## config.mk

```make
export PLATFORM = sky130hd
export DESIGN_NAME = serial_addsub_flat
export DESIGN_NICKNAME = d
export VERILOG_FILES = /design/src/rtl/serial_addsub_if.sv /design/src/rtl/serial_addsub.sv /design/src/flat_wrapper.sv
export SDC_FILE = /design/constraint.sdc
export NUM_CORES = 1
export LEC_CHECK = 0
export ABC_AREA = 0
export CORE_ASPECT_RATIO = 0.6
export CORE_MARGIN = 5
export CORE_UTILIZATION = 63
export CTS_CLUSTER_DIAMETER = 150
export DETAILED_ROUTE_END_ITERATION = 7
export DONT_BUFFER_PORTS = 1
export HOLD_SLACK_MARGIN = 0.12
export PLACE_DENSITY = 0.79
export SLEW_MARGIN = 10
export SYNTH_ARGS = -nofsm -noshare
export SYNTH_HDL_FRONTEND = slang
export SYNTH_SLANG_ARGS = --single-unit
```

## constraint.sdc

```tcl
create_clock -name clk -period 2.9 [get_ports clk]
set_input_delay 0.58 -clock clk [delete_from_list [all_inputs] [get_ports clk]]
set_output_delay 0.58 -clock clk [all_outputs]
set_load 0.005 [all_outputs]
```

## src/rtl/serial_addsub_if.sv

```systemverilog
// Operand/result bundle for the digit-serial adder/subtractor.
// master drives the request side; slave is the arithmetic unit.
interface serial_addsub_if #(
  parameter int WIDTH = 32
);
  logic             start;
  logic             op;
  logic             cin;
  logic [WIDTH-1:0] a;
  logic [WIDTH-1:0] b;
  logic             busy;
  logic             done;
  logic [WIDTH-1:0] result;
  logic             cout;
  logic             overflow;
  logic             zero;
  logic             negative;

  modport master (
    output start, op, cin, a, b,
    input  busy, done, result, cout, overflow, zero, negative
  );

  modport slave (
    input  start, op, cin, a, b,
    output busy, done, result, cout, overflow, zero, negative
  );
endinterface

```

## src/rtl/serial_addsub.sv

```systemverilog
// Digit-serial adder/subtractor: DIGIT bits per cycle, LSB digit first, through one DIGIT-wide adder.
// Result and flags are registered at completion and held until the next completion or reset.
//
//   state  | meaning
//   -------+-------------------------------------------------------------
//   S_IDLE | waiting for start; operands latched on the accept edge
//   S_RUN  | one digit per cycle, NDIG cycles
//   S_DONE | one-cycle done pulse; start ignored
module serial_addsub #(
  parameter int WIDTH = 32,
  parameter int DIGIT = 4
) (
  input  logic               clk,
  input  logic               rst_n,
  serial_addsub_if.slave     bus
);

  localparam int NDIG = WIDTH / DIGIT;
  localparam int CW   = $clog2(NDIG + 1);

  generate
    if (WIDTH < 2) begin : g_bad_width
      $error("serial_addsub: WIDTH must be >= 2");
    end
    if (DIGIT < 1 || (WIDTH % DIGIT) != 0) begin : g_bad_digit
      $error("serial_addsub: WIDTH must be a multiple of DIGIT");
    end
  endgenerate

  typedef enum logic [1:0] {
    S_IDLE = 2'd0,
    S_RUN  = 2'd1,
    S_DONE = 2'd2
  } state_t;

  state_t           state_q, state_d;
  logic [WIDTH-1:0] sa_q, sa_d;
  logic [WIDTH-1:0] sb_q, sb_d;
  logic [WIDTH-1:0] sr_q, sr_d;
  logic             c_q, c_d;
  logic [CW-1:0]    cnt_q, cnt_d;
  logic             op_q, op_d;
  logic [WIDTH-1:0] result_q, result_d;
  logic             cout_q, cout_d;
  logic             ovf_q, ovf_d;
  logic             zero_q, zero_d;
  logic             neg_q, neg_d;

  logic [DIGIT:0]   sum;
  logic [DIGIT-1:0] dig;
  logic             c_next;
  logic [WIDTH-1:0] dig_ext;
  logic [WIDTH-1:0] sr_shift;
  logic             last_dig;

  always_comb begin
    sum      = {1'b0, sa_q[DIGIT-1:0]} + {1'b0, sb_q[DIGIT-1:0]} + {{DIGIT{1'b0}}, c_q};
    dig      = sum[DIGIT-1:0];
    c_next   = sum[DIGIT];
    dig_ext  = WIDTH'(dig);
    sr_shift = (sr_q >> DIGIT) | (dig_ext << (WIDTH - DIGIT));
    last_dig = (cnt_q == CW'(NDIG - 1));

    state_d  = state_q;
    sa_d     = sa_q;
    sb_d     = sb_q;
    sr_d     = sr_q;
    c_d      = c_q;
    cnt_d    = cnt_q;
    op_d     = op_q;
    result_d = result_q;
    cout_d   = cout_q;
    ovf_d    = ovf_q;
    zero_d   = zero_q;
    neg_d    = neg_q;

    unique case (state_q)
      S_IDLE: begin
        if (bus.start) begin
          // Subtraction runs as A + ~B + ~borrow_in through the same adder.
          sa_d    = bus.a;
          sb_d    = bus.b ^ {WIDTH{bus.op}};
          c_d     = bus.op ? ~bus.cin : bus.cin;
          sr_d    = '0;
          cnt_d   = '0;
          op_d    = bus.op;
          state_d = S_RUN;
        end
      end
      S_RUN: begin
        sa_d  = sa_q >> DIGIT;
        sb_d  = sb_q >> DIGIT;
        sr_d  = sr_shift;
        c_d   = c_next;
        cnt_d = cnt_q + CW'(1);
        if (last_dig) begin
          // On the top digit the operand sign bits sit at bit DIGIT-1 of sa/sb.
          result_d = sr_shift;
          cout_d   = op_q ? ~c_next : c_next;
          ovf_d    = (sa_q[DIGIT-1] == sb_q[DIGIT-1]) && (dig[DIGIT-1] != sa_q[DIGIT-1]);
          zero_d   = (sr_shift == '0);
          neg_d    = sr_shift[WIDTH-1];
          state_d  = S_DONE;
        end
      end
      S_DONE: begin
        state_d = S_IDLE;
      end
      default: begin
        state_d = S_IDLE;
      end
    endcase
  end

  always_ff @(posedge clk or negedge rst_n) begin
    if (!rst_n) begin
      state_q  <= S_IDLE;
      sa_q     <= '0;
      sb_q     <= '0;
      sr_q     <= '0;
      c_q      <= 1'b0;
      cnt_q    <= '0;
      op_q     <= 1'b0;
      result_q <= '0;
      cout_q   <= 1'b0;
      ovf_q    <= 1'b0;
      zero_q   <= 1'b0;
      neg_q    <= 1'b0;
    end else begin
      state_q  <= state_d;
      sa_q     <= sa_d;
      sb_q     <= sb_d;
      sr_q     <= sr_d;
      c_q      <= c_d;
      cnt_q    <= cnt_d;
      op_q     <= op_d;
      result_q <= result_d;
      cout_q   <= cout_d;
      ovf_q    <= ovf_d;
      zero_q   <= zero_d;
      neg_q    <= neg_d;
    end
  end

  assign bus.busy     = (state_q == S_RUN);
  assign bus.done     = (state_q == S_DONE);
  assign bus.result   = result_q;
  assign bus.cout     = cout_q;
  assign bus.overflow = ovf_q;
  assign bus.zero     = zero_q;
  assign bus.negative = neg_q;

endmodule

```

## src/flat_wrapper.sv

```systemverilog
// flat-port wrapper written by rule: the top's interface ports become plain ports
module serial_addsub_flat 
#(
  parameter int WIDTH = 32,
  parameter int DIGIT = 4
)
  (clk, rst_n, bus_start, bus_op, bus_cin, bus_a, bus_b, bus_busy, bus_done, bus_result, bus_cout, bus_overflow, bus_zero, bus_negative);
  serial_addsub_if #(.WIDTH(WIDTH)) bus_i ();
  input  logic clk;
  input  logic rst_n;
  input wire logic [$bits(bus_i.start)-1:0] bus_start;
  input wire logic [$bits(bus_i.op)-1:0] bus_op;
  input wire logic [$bits(bus_i.cin)-1:0] bus_cin;
  input wire logic [$bits(bus_i.a)-1:0] bus_a;
  input wire logic [$bits(bus_i.b)-1:0] bus_b;
  output wire logic [$bits(bus_i.busy)-1:0] bus_busy;
  output wire logic [$bits(bus_i.done)-1:0] bus_done;
  output wire logic [$bits(bus_i.result)-1:0] bus_result;
  output wire logic [$bits(bus_i.cout)-1:0] bus_cout;
  output wire logic [$bits(bus_i.overflow)-1:0] bus_overflow;
  output wire logic [$bits(bus_i.zero)-1:0] bus_zero;
  output wire logic [$bits(bus_i.negative)-1:0] bus_negative;
  assign bus_i.start = bus_start;
  assign bus_i.op = bus_op;
  assign bus_i.cin = bus_cin;
  assign bus_i.a = bus_a;
  assign bus_i.b = bus_b;
  assign bus_busy = bus_i.busy;
  assign bus_done = bus_i.done;
  assign bus_result = bus_i.result;
  assign bus_cout = bus_i.cout;
  assign bus_overflow = bus_i.overflow;
  assign bus_zero = bus_i.zero;
  assign bus_negative = bus_i.negative;
  serial_addsub #(.WIDTH(WIDTH), .DIGIT(DIGIT)) u_core (.clk(clk), .rst_n(rst_n), .bus(bus_i));
endmodule
```

==> out/results.txt, run 1 <==
Outcome: finished, violations left
Failing checks: negative hold slack
Arr. time, crit path: 2800 ps
N_diodes: 0
Routed len/inst: 19.5 microns
Critical path class: flip-flop to flip-flop
Routed Antenna Nets: 0
R2R cell count: 8
Worst slew margin: 0.579
Most frequent cells in the layout: dfrtp_1 (133), nand2_1 (110), a21oi_1 (58), nor2b_1 (52), o21ai_0 (42)
Vias per inst: 6.18
Unrepaired setup endpoints after global routing: no
CTS root buf: clkbuf_16
Post-layout min period: 2470 ps
Tightest Pin Transition: 628 ps
Ys flop type: dfrtp_1
Power density cells: 1140 mW/mm^2
CP Capture Type: flip-flop
Setup TNS: 0 ps
DR pass1 iterations: 5
CTS tree: yes
Post-route worst setup slack: 435 ps
Cells after Synth: 614
Nets: 669
FF-to-FF Start: u_core.c_q
Clock Latency Late Sink: 420 ps
Core ar.: 0.00977 sq mm
Seq/Total Area, Yosys: 0.540
Initial Util: 0.640
Worst min-delay path class: primary input to asynchronous set/reset pin
Via count: 4579
Post-synth ARST share: 1.00
Max-slew violation count: 0
Die height: 87.2 microns
Post-CTS Setup Inserts: 0
MaxCap Viol Count: 0
Post-synthesis cell area: 0.00626 sq mm
Number of global-route vias before repair: 4436
Final hold vios: 135
1st-iter DRT viols: 392
Final Cycle Share: 0.850
FP Rows: 28
Hold WS: -143 ps
# clock sinks: 135
Worst R2R Setup Slack: 430 ps
Mean Syn Cell Area: 10.2 sq um
Die Wd: 139 microns
DR DRC count: 0
Share of cells above drive strength 1: 0.0792
Detailed Route WL: 14400 microns
DIE AREA: 0.0121 sq mm
Syn Nets: 689
Syn-to-layout area delta: 8.26%
WP data required: 3230 ps
Max Fanout on Critical Path: 3
Worst setup endpoint: u_core.bus.zero
Commonest non-fill, non-tap cell in the layout: dfrtp_1
Number of flops mapped to enable cells by yosys: 0
Total CTS buffers: 17
CTS H-Tree Depth: 4
Synth warn: 0
Synth Register Bits: 135
I/O Pins: 107
Initial antenna violation count: 0
Grt ovf: 0
Pre-CTS WS: 420 ps
Gpl congestion: 0.799
Largest net degree at the start of global routing: 136
Longest Clk Path Bufs: 2
P_leak: 3.03 nW
Worst r2r dst: u_core.bus.zero
Layout filler cell count: 701
Startpoint Class: flip-flop
Port Buffers: 0
Final setup violation count: 0
Fmax: 406 MHz
Peak VDD IR: 0.723 mV
HPWL Detailed: 9250 microns
Origin of the worst setup path: u_core.c_q
Setup Skew: 7.59 ps
Count of cell types in the netlist: 37
Clock-pin transition on the worst setup and hold timing paths: 50 ps
First-pass GRT wire length: 23600 microns
Overall global routing resource usage: 0.247
==> critical path, cell delays in order (launching register included) <==
cell and delay, ps:
dfrtp_1 320, inv_1 70, fa_1 450, inv_1 100, fa_1 450, nor4b_2 310
nand4_1 110, or3_1 410, o31ai_2 170
==> through the flow <==
step	instance area [sq um]	hold WS (ps)	utilization	cells	total power [mW]
after global placement	6260	290	0.640	710	5.66
after detailed placement	6260	289	0.640	710	5.83
after floorplan	6260	284	-	614	5.20
after CTS	6770	-145	0.693	741	7.76
final	6770	-143	0.693	741	7.75
after global routing	6770	-154	0.693	741	8.23
==> layout make-up <==
type | count | area, sq um | area share
clock buffers | 27 | 493 | 0.0728
clock inverters | 4 | 20.0 | 0.00296
inverters | 6 | 22.5 | 0.00333
multi-input cells | 425 | 2620 | 0.387
flip-flops and latches | 135 | 3380 | 0.499
well taps | 135 | 169 | 0.0249
repair buffers | 9 | 67.6 | 0.00998
==> power by group <==
| group | internal, mW | switching (mW) | leakage [nW] |
|---|---|---|---|
| Sequential | 2.71 | 0.728 | 1.71 |
| Clock | 1.15 | 0.747 | 0.255 |
| Combinational | 1.12 | 1.29 | 1.07 |
| Total | 4.98 | 2.77 | 3.03 |
==> routing by layer <==
layer	share of wire	GRT usage	vias to the layer above
li1	-	-	2090
met1	0.45	0.353	2269
met2	0.43	0.348	195
met3	0.099	0.102	25
met4	0.015	0.0755	0
met5	0	0	-
==> worst min path at each step <==
| stage | to | depth (start not counted) |
|---|---|---|
| 2_1_floorplan | u_core.bus.cout | 0 |
| 3_3_place_gp | u_core.bus.result[19] | 0 |
| 3_5_place_dp | u_core.bus.result[19] | 0 |
| 4_1_cts | u_core.bus.result[19] | 0 |
| 5_1_grt | u_core.bus.result[19] | 0 |
| 6_report | u_core.bus.result[16] | 0 |
==> synthesized netlist by cell type (3+ instances only) <==
cell type / number / share of area
a22o_1: 28 / 0.039
o21ai_0: 42 / 0.034
o22a_1: 24 / 0.034
nor4_1: 4 / 0.0040
xnor2_1: 32 / 0.045
nor2_1: 5 / 0.0030
a22o_2: 3 / 0.0048
xor2_1: 5 / 0.0070
ha_1: 4 / 0.0080
inv_1: 4 / 0.0024
buf_2: 26 / 0.021
and3b_1: 6 / 0.0084
clkbuf_1: 14 / 0.0084
nor2b_1: 54 / 0.054
dfrtp_1: 135 / 0.54
a22oi_1: 27 / 0.032
a21oi_1: 58 / 0.046
buf_4: 7 / 0.0084
nand2_1: 110 / 0.066
==> sequential cells by signal, indices dropped and copies added, names as in the netlist <==
signal and cells:
u_core.bus.result 31, u_core.sr_q 28, u_core.bus.negative 1, u_core.c_q 1, u_core.bus.overflow 1, u_core.sa_q 32
u_core.state_q 2, u_core.bus.cout 1, u_core.op_q 1, u_core.bus.zero 1, u_core.cnt_q 4, u_core.sb_q 32
==> logic make-up after synthesis <==
| kind of cell | share of synthesized area |
|---|---|
| XOR/XNOR | 0.0518 |
| buffers and inverters | 0.0420 |
| flip-flops | 0.540 |
| adder cells (fa/ha/maj) | 0.0144 |
| AND/OR/NAND/NOR | 0.152 |
| AO/OA/AOI/OAI | 0.198 |
| multiplexers | 0.00180 |
==> timing repair <==
action	4_1_cts	5_1_grt
endpoints found under the hold margin	135	135
gates resized for setup	0	0
setup endpoints to repair	0	0
(Power assumes the default switching activity.)
==> inputs of run 2 (changes only) <==
--- a/config.mk
+++ b/config.mk
@@ -8,12 +8,12 @@
 export ABC_AREA = 0
 export CORE_ASPECT_RATIO = 0.6
 export CORE_MARGIN = 5
-export CORE_UTILIZATION = 63
+export CORE_UTILIZATION = 35
 export CTS_CLUSTER_DIAMETER = 150
 export DETAILED_ROUTE_END_ITERATION = 7
 export DONT_BUFFER_PORTS = 1
 export HOLD_SLACK_MARGIN = 0.12
-export PLACE_DENSITY = 0.79
+export SKIP_CTS_REPAIR_TIMING = 1
 export SLEW_MARGIN = 10
 export SYNTH_ARGS = -nofsm -noshare
 export SYNTH_HDL_FRONTEND = slang
==> run 2 against run 1 <==
The flow still finishes with violations (negative hold slack). Clock skew grew 6.8 ps. Die area grew 72%. Combinational power is essentially flat. Register-to-register slack gained 30 ps. Power grew 3.9%. Count of clock-buffer cells in the layout shrank 9. Largest power group unchanged. Sequential power is essentially flat. Hold slack lost 1.5 ps. Cell count grew 13%. Fmax grew 1.1%. Via count shrank 5.1%. Wire length grew 9.5%.
==> out/results.txt, run 2 (same netlist as run 1, synthesis figures left out) <==
Power density cells: 1150 mW/mm^2 (+0.62%)
# clock sinks: 135 (unchanged)
Critical path class: flip-flop to flip-flop
CTS H-Tree Depth: 4 (unchanged)
Arr. time, crit path: 2770 ps (-30 ps)
Area after DPL: 0.00640 sq mm (+2.2%)
Peak VDD IR: 0.431 mV (-40%)
Die Wd: 183 microns (+32%)
Startpoint Class: flip-flop
Worst r2r dst: u_core.bus.zero
Longest Clk Path Bufs: 2 (unchanged)
Via count: 4344 (-5.1%)
1st-iter DRT viols: 340 (-13%)
Routed len/inst: 18.8 microns (-3.4%)
Power Total: 8.05 mW (+3.9%)
Vias per inst: 5.17 (-16%)
First-pass GRT wire length: 25500 microns (+8.1%)
CTS tree: yes
Final Core Density: 0.403 (-0.290)
Core ar.: 0.0174 sq mm (+78%)
Outcome: finished, violations left
DR pass1 iterations: 5 (unchanged)
Worst slew margin: 0.515 (-0.0648)
Crit-path slowest cell: fa_1
Clock Latency Late Sink: 420 ps (about the same)
Number of global-route vias before repair: 4583 (+3.3%)
R2R cell count: 8 (unchanged)
Max-slew violation count: 0 (unchanged)
Multi-input logic area: 0.00262 sq mm (unchanged)
Failing checks: negative hold slack
Worst min-delay path class: primary input to asynchronous set/reset pin
Cells after DPL: 809 (+14%)
Share of cells above drive strength 1: 0.0908 (+0.0116)
Tightest Pin Transition: 728 ps (+100 ps)
Detailed Route WL: 15800 microns (+9.5%)
HPWL Detailed: 10600 microns (+15%)
Hold WS: -144 ps (-1.50 ps)
CTS root buf: clkbuf_16
MaxCap Viol Count: 0 (unchanged)
Max Fanout on Critical Path: 3 (unchanged)
Nets: 669 (unchanged)
Setup TNS: 0 ps (unchanged)
Commonest non-fill, non-tap cell in the layout: dfrtp_1
Register Area: 0.00338 sq mm (unchanged)
Total CTS buffers: 17 (unchanged)
DR DRC count: 0 (unchanged)
Post-layout min period: 2440 ps (-27.2 ps)
Final setup violation count: 0 (unchanged)
Clock-pin transition on the worst setup and hold timing paths: 60 ps (about the same)
CP Capture Type: flip-flop
Initial antenna violation count: 0 (unchanged)
Gpl congestion: 0.784 (-1.9%)
Setup Skew: 14.4 ps (+6.83 ps)
Overall global routing resource usage: 0.157 (-0.0898)
DIE AREA: 0.0207 sq mm (+72%)
Finished Cell Area: 0.00699 sq mm (+3.2%)
Fmax: 410 MHz (+1.1%)
CP peak stage delay: 460 ps (about the same)
FP Rows: 37 (+32%)
N_diodes: 0 (unchanged)
FF-to-FF Start: u_core.c_q
Initial Util: 0.360 (-0.280)
Largest net degree at the start of global routing: 136 (unchanged)
Final hold vios: 135 (unchanged)
Layout filler cell count: 1692 (+140%)
Fin cells: 840 (+13%)
Die height: 114 microns (+30%)
Port Buffers: 0 (unchanged)
Routed Antenna Nets: 0 (unchanged)
Pre-CTS WS: 466 ps (+46.2 ps)
I/O Pins: 107 (unchanged)
Final Cycle Share: 0.841 (-0.00937)
Post-route worst setup slack: 462 ps (+27.2 ps)
Unrepaired setup endpoints after global routing: no
Grt ovf: 0 (unchanged)
P_leak: 3.07 nW (+1.2%)
Most frequent cells in the layout: dfrtp_1 (133), nand2_1 (110), a21oi_1 (58), nor2b_1 (52), o21ai_0 (42)
Syn-to-layout area delta: 11.7%
Crit-path cells: inv_1, fa_1, inv_1, fa_1, nor4b_2, nand4_1, or3_1, o31ai_2
WP data required: 3230 ps (about the same)
Worst R2R Setup Slack: 460 ps (+30 ps)
==> run 2: layout make-up <==
cell class,count,area share
inverters,6,0.00322
clock buffers,18,0.0628
repair buffers,9,0.0115
clock inverters,13,0.0222
multi-input cells,425,0.375
well taps,234,0.0419
flip-flops and latches,135,0.484
==> run 2: worst max-delay path by stage <==
stage,slack (ps),to,cells after the start,from
6_report,460,u_core.bus.zero,8,u_core.c_q
5_1_grt,310,u_core.bus.zero,8,u_core.c_q
4_1_cts,440,u_core.bus.zero,8,u_core.c_q
3_5_place_dp,470,u_core.bus.zero,8,u_core.c_q
3_3_place_gp,550,u_core.bus.zero,8,u_core.c_q
2_1_floorplan,640,u_core.bus.zero,8,u_core.c_q
==> run 2: power by group <==
part	switching, mW	leakage (nW)	internal (mW)
Combinational	1.29	1.07	1.13
Clock	0.823	0.288	1.36
Sequential	0.731	1.71	2.71
Total	2.84	3.07	5.21
==> run 2: critical path: cells and delay by family, from the launching register on <==
family	cells	cell delay (ps)
compound gates	1	170
simple gates	3	820
fa+ha+maj	2	890
flops	1	320
buf+inv	2	150
==> run 2: per-layer routing <==
| layer | up-vias | global-route usage | part of all wire | wire length [microns] |
|---|---|---|---|---|
| met3 | 6 | 0.0733 | 0.088 | 1390 |
| met2 | 124 | 0.217 | 0.42 | 6570 |
| met5 | - | 0 | 0 | 0 |
| li1 | 2088 | - | - | - |
| met1 | 2126 | 0.223 | 0.49 | 7750 |
| met4 | 0 | 0.0385 | 0.0066 | 104 |
